==> config.mk <==
export PLATFORM = sky130hd
export DESIGN_NAME = button_pulse_conditioner
export DESIGN_NICKNAME = d
export VERILOG_FILES = /design/src/rtl/higher_or_lower_pkg.sv /design/src/rtl/btn_debounce.sv /design/src/rtl/button_pulse_conditioner.sv
export SDC_FILE = /design/constraint.sdc
export NUM_CORES = 1
export LEC_CHECK = 0
export ABC_AREA = 1
export CAP_MARGIN = 20
export CORE_MARGIN = 2
export CORE_UTILIZATION = 56
export DETAILED_ROUTE_END_ITERATION = 10
export DONT_BUFFER_PORTS = 1
export GPL_ROUTABILITY_DRIVEN = 1
export PLACE_DENSITY = 0.81
export SYNTH_ARGS = -nofsm -noshare
export SYNTH_HDL_FRONTEND = slang
export SYNTH_SLANG_ARGS = --single-unit
==> constraint.sdc <==
create_clock -name clk -period 4.2 [get_ports clk]
set_input_delay 0.84 -clock clk [delete_from_list [all_inputs] [get_ports clk]]
set_output_delay 0.84 -clock clk [all_outputs]
set_load 0.02 [all_outputs]
==> src/rtl/higher_or_lower_pkg.sv <==
// Shared constants for the higher-or-lower game front end: button indices,
// default debounce length and the press-arbiter state encodings.
package higher_or_lower_pkg;

  localparam int BTN_LOWER   = 0;
  localparam int BTN_HIGHER  = 1;
  localparam int BTN_CONFIRM = 2;
  localparam int NUM_BTN     = 3;

  // 10 ms at 100 MHz
  localparam int DEBOUNCE_CYCLES_DEFAULT = 1000000;

  // ARMED: pulses may be issued. LOCKED: pulses suppressed until all released.
  typedef enum logic {
    ARMED  = 1'b0,
    LOCKED = 1'b1
  } arb_state_t;

endpackage

==> src/rtl/btn_debounce.sv <==
// One pushbutton channel: multi-flop synchroniser, saturating debounce counter,
// debounced level and a one-cycle rise flag raised with the accepted 0->1 change.
module btn_debounce
  import higher_or_lower_pkg::*;
#(
  parameter int SYNC_STAGES     = 2,
  parameter int DEBOUNCE_CYCLES = DEBOUNCE_CYCLES_DEFAULT
) (
  input  logic clk,
  input  logic reset,
  input  logic raw,
  output logic level,
  output logic rise
);

  localparam int                CNT_W    = $clog2(DEBOUNCE_CYCLES);
  localparam logic [CNT_W-1:0] CNT_LAST = CNT_W'(DEBOUNCE_CYCLES - 1);
  localparam logic [CNT_W-1:0] CNT_ONE  = CNT_W'(1);

  logic [SYNC_STAGES-1:0] sync_q;
  logic                   synced;
  logic [CNT_W-1:0]       cnt_q;

  // Shift the raw button through the synchroniser chain; nothing else sees raw.
  always_ff @(posedge clk or negedge reset) begin
    if (!reset) begin
      sync_q <= '0;
    end else begin
      sync_q <= {sync_q[SYNC_STAGES-2:0], raw};
    end
  end

  assign synced = sync_q[SYNC_STAGES-1];

  // Count while the synced level disagrees; accept it once it has disagreed for
  // DEBOUNCE_CYCLES cycles. Any return to agreement restarts the count.
  always_ff @(posedge clk or negedge reset) begin
    if (!reset) begin
      cnt_q <= '0;
      level <= 1'b0;
      rise  <= 1'b0;
    end else begin
      rise <= 1'b0;
      if (synced == level) begin
        cnt_q <= '0;
      end else if (cnt_q == CNT_LAST) begin
        level <= synced;
        cnt_q <= '0;
        rise  <= synced;
      end else if (cnt_q != '1) begin
        cnt_q <= cnt_q + CNT_ONE;
      end
    end
  end

endmodule

==> src/rtl/button_pulse_conditioner.sv <==
// Conditions the three raw game buttons into debounced levels and mutually
// exclusive one-cycle press pulses (priority confirm > higher > lower).
// Build option BTN_LOCKOUT_EN: when defined, an ARMED/LOCKED arbiter allows one
// pulse and then ignores further presses until every button is released.
module button_pulse_conditioner
  import higher_or_lower_pkg::*;
#(
  parameter int SYNC_STAGES     = 2,
  parameter int DEBOUNCE_CYCLES = DEBOUNCE_CYCLES_DEFAULT
) (
  input  logic       clk,
  input  logic       reset,
  input  logic       higher_raw,
  input  logic       lower_raw,
  input  logic       confirm_raw,
  output logic       higher_btn,
  output logic       lower_btn,
  output logic       confirm_btn,
  output logic [2:0] btn_level
);

  logic [NUM_BTN-1:0] raw_vec;
  logic [NUM_BTN-1:0] rise_vec;
  logic [NUM_BTN-1:0] grant;
  logic [NUM_BTN-1:0] pulse_q;
  logic               issue_en;

  assign raw_vec[BTN_LOWER]   = lower_raw;
  assign raw_vec[BTN_HIGHER]  = higher_raw;
  assign raw_vec[BTN_CONFIRM] = confirm_raw;

  for (genvar i = 0; i < NUM_BTN; i++) begin : g_btn
    btn_debounce #(
      .SYNC_STAGES     (SYNC_STAGES),
      .DEBOUNCE_CYCLES (DEBOUNCE_CYCLES)
    ) u_debounce (
      .clk   (clk),
      .reset (reset),
      .raw   (raw_vec[i]),
      .level (btn_level[i]),
      .rise  (rise_vec[i])
    );
  end

  // Fixed-priority pick among simultaneous press events; losers are dropped.
  always_comb begin
    grant = '0;
    if (rise_vec[BTN_CONFIRM]) begin
      grant[BTN_CONFIRM] = 1'b1;
    end else if (rise_vec[BTN_HIGHER]) begin
      grant[BTN_HIGHER] = 1'b1;
    end else if (rise_vec[BTN_LOWER]) begin
      grant[BTN_LOWER] = 1'b1;
    end
  end

`ifdef BTN_LOCKOUT_EN
  arb_state_t state_q;
  arb_state_t state_d;

  // Arbiter state register.
  always_ff @(posedge clk or negedge reset) begin
    if (!reset) begin
      state_q <= ARMED;
    end else begin
      state_q <= state_d;
    end
  end

  // Lock after issuing a pulse; re-arm only once every button is released.
  always_comb begin
    state_d  = state_q;
    issue_en = 1'b0;
    case (state_q)
      ARMED: begin
        issue_en = 1'b1;
        if (|grant) state_d = LOCKED;
      end
      LOCKED: begin
        if (btn_level == 3'b000) state_d = ARMED;
      end
      default: state_d = ARMED;
    endcase
  end
`else
  assign issue_en = 1'b1;
`endif

  // Register the granted press so each output is a clean single-cycle pulse.
  always_ff @(posedge clk or negedge reset) begin
    if (!reset) begin
      pulse_q <= '0;
    end else begin
      pulse_q <= issue_en ? grant : '0;
    end
  end

  assign lower_btn   = pulse_q[BTN_LOWER];
  assign higher_btn  = pulse_q[BTN_HIGHER];
  assign confirm_btn = pulse_q[BTN_CONFIRM];

endmodule

* Word level (Yosys, flattened, before mapping)
Cells that the tools add are included.
Widths: inputs -> output; s select.
** Cells by class
- Multiplexer cells :: 20
- Bitwise gates (word level) :: 3
- Eq/ne operators :: 9
- Add/sub/neg operators :: 3
- Reduce and logical (&&, ||, !) cells :: 6
** Operators with widths (count)
- $mux 20 :: 9
- $add 20x1->20 const B :: 3
- $eq 20x20->1 const B :: 3
- $ne 20x20->1 const B :: 3
- $mux 1 :: 10
- $reduce_bool 3->1 :: 3
- $reduce_and 2->1 :: 3
- $eq 1x1->1 :: 3
- $not 1->1 :: 3
- $mux 2 :: 1
** Storage, ports and cells
- Input port bits :: 5
- Bits in registers :: 75
- Output and inout port bits :: 6
- Word-level logic and storage cells :: 54

* Depth between registers and ports, before layout
- Depth after elaboration :: 4
- Gate-level depth with buffers :: 11

* Modules after synthesis
From an unflattened synthesis, not the netlist that was laid out.
** Second synthesis, totals
- Cell total of the unflattened synthesis :: 598
- Area total of the unflattened synthesis :: 4468.0 sq um
** By module, submodules not included
- btn_debounce :: cells each 197, sequential area each 600.6 sq um, area each 1457.6 sq um, instances 3
- button_pulse_conditioner :: cells each 7, sequential area each 75.1 sq um, area each 95.1 sq um, instances 1

* Worst setup path after synthesis
OpenSTA, ideal clock, no wires.
- Path type :: register to register
- From :: reg g_btn[0].u_debounce.cnt_q[0]
- To :: reg g_btn[0].u_debounce.cnt_q[8]
- Library setup time :: 0.095 ns
- Arrival time :: 1.358 ns
- Buffers on the path :: 1
- Stages on the path, launching flop included :: 9
- Slack :: 2.746 ns
- Cell sequence :: dfrtp_1 ha_1 nand3_2 inv_2 nand2_2 nor2_2 nand3_2 buf_6 o31ai_1
** On the way
- Longest elaborated chain between the ends :: 4
- Elaborated cells between the ends (all ways) :: 7
- Those cells by class :: add/sub: 1; eq/ne: 2; mux: 3; reduce/logical: 1
** Ends and longest elaborated chain
- from (decl) :: RTL line btn_debounce.sv:22 : logic [CNT_W-1:0] cnt_q;
- from (signal assigned) :: RTL line btn_debounce.sv:51 : cnt_q <= cnt_q + CNT_ONE;
- $add 20x1->20 :: RTL line btn_debounce.sv:51
- $mux 20 :: RTL line btn_debounce.sv:50 : end else if (cnt_q != '1) begin
- $mux 20 :: RTL line btn_debounce.sv:46 : end else if (cnt_q == CNT_LAST) begin
- $mux 20 :: RTL line btn_debounce.sv:44 : if (synced == level) begin
Several ways; a longest one is shown, not always the timed one. The select of a mux whose other input is x is not followed.
A chain may end at the register's enable or synchronous reset.

* Worst setup path in the final report
- From :: reg g_btn[0].u_debounce.cnt_q[0]
- To :: reg g_btn[0].u_debounce.cnt_q[0]
Same word-level chain as after synthesis.

==> run_results.csv <==
group,metric,value,unit
placed_design,gp_congestion,0.943,
synthesis,synthAdderAreaFrac,0.00837,
finish,multiInputGateArea,2230,um^2
power,p_seq_frac,0.525,
die,io_pins,11,
setup_path,cp-startpoint,"g_btn[0].u_debounce.cnt_q[0]",
finish,layout.cells.non_filler,702,
power,internal_power,1.09,mW
synthesis,syn-num-nets,602,
placed_design,portBuffers,0,
die,die_w,93.5,um
clock_network,clock-sinks,75,
power,switching_share,0.231,
synthesis,synth_warnings,0,
power,leakage,2.41,nW
global_routing,grt_pass1_vias,3827,
run_status,status,"finished clean",
setup_path,cp_max_fo,15,
finish,antenna_cells,0,
setup_path,crit_required,4.50,ns
die,die-height,93.5,um
power,p_clk_frac,0.454,
finish,final_cell_mix,"nand2_1, dfrtp_1, inv_1",
setup_path,criticalPathCategory,"reg -> reg",
clock_network,cts_hold_buffers,0,
finish,layout.nets,603,
synthesis,synth-compound-area-share,0.0486,
synthesis,yosys.area_share.simple,0.401,
drt,via_count,3918,
clock_network,clk_pin_slew_worst_paths,0.08,ns
timing,min_period_over_period,0.442,
timing,layout_setup_ws,2.34,ns
finish,final_area,4760,um^2
timing,drv_slew,0,
drt,wl,9.66,mm
clock_network,cts_resized,0,
setup_path,rrSetupSlack,2.34,ns
global_routing,grt_use_total,0.245,
drt,wl_per_cell,13.8,um
finish,final_common_cell,"nand2_1",
timing,worstMarginPinSlew,0.467,ns
synthesis,ys_types,35,
clock_network,cts_buffers,9,
drt,drt_iter0_markers,270,
global_routing,grt.overflow.total,0,
synthesis,yosys.area_share.xor_xnor,0.0405,
synthesis,synth.avg_cell_area,7.55,um^2
clock_network,clk_latency,0.36,ns
power,powerDensity,297,nW/um^2
clock_network,post_cts_buffers,0,
die,dieArea,8740,um^2
finish,fillCellCount,659,
clock_network,root_buffer,"clkbuf_8",
synthesis,synth_top_family_by_area,"simple AND/OR/NAND/NOR gates",
clock_network,clockBufferDepth,2,
drt,drt-vias-per-instance,5.58,
setup_path,cp-end-kind,"flip-flop",
power,p_comb_frac,0.021,
synthesis,synth-seq-cells,75,
timing,fmax,0.538,GHz
power,p_sw,327,uW
clock_network,htreeDepth,3,
setup_path,rr_worst_depth,9,
finish,area.sequential,1880,um^2
setup_path,startpoint_type,"flip-flop",
timing,slew_headroom,0.686,
finish,area_growth,6.20,%
synthesis,synth.mux.area_fraction,0,
timing,setup_viol,0,
clock_network,cts_tree,"built",
placed_design,placedCellCount,686,
timing,rsz0062_at_grt,"no",
placed_design,dp.final_hpwl,6.96,mm
setup_path,crit_end,"g_btn[0].u_debounce.cnt_q[0]",
global_routing,grt_max_degree,76,
global_routing,antenna_found_initial,0,
placed_design,pre_cts_slack,2.36,ns
die,initial_core_util,0.580,
drt,firstDrtPassIters,7,
drt,antenna_left,0,
synthesis,syn_area,4480,um^2
synthesis,synth_cells,594,
min_path,hp-class,"in -> async",
die,num_rows,32,
setup_path,rr_endpoint,"g_btn[0].u_debounce.cnt_q[0]",
timing,hold_violations,0,
timing,hold_ws,0.169,ns
die,core_area,7730,um^2
timing,fin_worst_skew,0.0101,ns
run,max_cap_violations,0,
synthesis,synth_seq_area_share,0.419,
setup_path,reg2reg_from,"g_btn[0].u_debounce.cnt_q[0]",
drt,drcViolationCount,0,
timing,setup_tns,0,ns
global_routing,grt_pass1_wl,16.9,mm
power,vdd_drop_max,0.224,mV
setup_path,worstPathArrival,2.16,ns
timing,period_minus_slack,1.86,ns
finish,drive_gt1_frac,0.130,
placed_design,dpl_cell_area,4530,um^2
[state kept, by name (all words and copies together), names as in the netlist]
signal,flops
g_btn.u_debounce.cnt_q,60
g_btn.u_debounce.sync_q,6
g_btn.u_debounce.level,3
g_btn.u_debounce.rise,3
pulse_q,3
[how the worst min path moves through the flow]
stage | start | to
2_1_floorplan | g_btn[0].u_debounce.sync_q[0] | g_btn[0].u_debounce.sync_q[1]
3_3_place_gp | g_btn[2].u_debounce.sync_q[0] | g_btn[2].u_debounce.sync_q[1]
3_5_place_dp | g_btn[2].u_debounce.sync_q[0] | g_btn[2].u_debounce.sync_q[1]
4_1_cts | reset | g_btn[2].u_debounce.cnt_q[18]
5_1_grt | reset | g_btn[1].u_debounce.cnt_q[17]
6_report | reset | g_btn[1].u_debounce.cnt_q[17]
[critical path: stages (launching register included)]
cell	delay [ns]
dfrtp_1	0.44
ha_1	0.28
nand3_2	0.16
inv_2	0.11
nand2_2	0.08
nor2_2	0.15
nand3_2	0.28
inv_1	0.16
nand2_1	0.06
nand2_1	0.07
[logic make-up after synthesis]
group / after synthesis
compound gates: 37
xor+xnor: 19
fa+ha+maj: 3
buf+inv: 88
flops: 75
simple gates: 372
[through the flow]
| step | power [mW] | utilization |
|---|---|---|
| 3_5_place_dp | 0.786 | 0.586 |
| 6_report | 1.41 | 0.616 |
| 3_3_place_gp | 0.783 | 0.586 |
| 5_1_grt | 1.46 | 0.616 |
| 2_1_floorplan | 0.777 | - |
| 4_1_cts | 1.42 | 0.616 |
[cell usage after synthesis]
cell,count,area share
a21o_1,1,0.0017
a21oi_1,1,0.0011
a31o_2,2,0.0039
and2_1,1,0.0014
and3_1,1,0.0014
buf_2,3,0.0033
buf_4,4,0.0067
buf_6,3,0.0075
clkinv_2,1,0.0011
dfrtp_1,75,0.42
ha_1,3,0.0084
inv_1,68,0.057
inv_2,9,0.0075
nand2_1,161,0.13
nand2_2,19,0.027
nand2_4,1,0.0025
nand3_1,56,0.063
nand3_2,5,0.011
nand3_4,2,0.0078
nand3b_1,4,0.0067
nand4_1,33,0.046
nor2_1,62,0.052
nor2_2,8,0.011
nor2_4,6,0.015
nor2_8,1,0.0045
nor3_1,6,0.0067
nor3_4,1,0.0036
o21ai_0,23,0.026
o21ai_1,1,0.0011
o21bai_1,3,0.0050
o31ai_1,6,0.010
or2_2,5,0.0070
xnor2_1,4,0.0078
xnor2_2,2,0.0073
xor2_1,13,0.025
[layer usage]
| metal | part of all wire | wire length (um) | global-route usage | vias up |
|---|---|---|---|---|
| met2 | 0.49 | 4760 | 0.411 | 116 |
| li1 | - | - | - | 1913 |
| met5 | 0 | 0 | 0 | - |
| met3 | 0.054 | 523 | 0.0355 | 18 |
| met4 | 0.019 | 188 | 0.108 | 0 |
| met1 | 0.43 | 4190 | 0.315 | 1871 |
[area by class of cell]
class	instances	share of cell area
Multi-Input combinational cell	431	0.469
Sequential cell	75	0.394
Inverter	78	0.0618
Tap cell	102	0.0268
Clock buffer	9	0.0260
Clock inverter	7	0.0221
[power by group through the flow]
stage | logic, mW | registers (mW) | clock network (mW)
after floorplan | 0.0241 | 0.753 | 0
after global placement | 0.0284 | 0.755 | 0
after detailed placement | 0.0299 | 0.756 | 0
after CTS | 0.0302 | 0.741 | 0.652
after global routing | 0.0341 | 0.743 | 0.681
final | 0.0300 | 0.741 | 0.641
No activity file was read; power rests on OpenSTA's default activity.
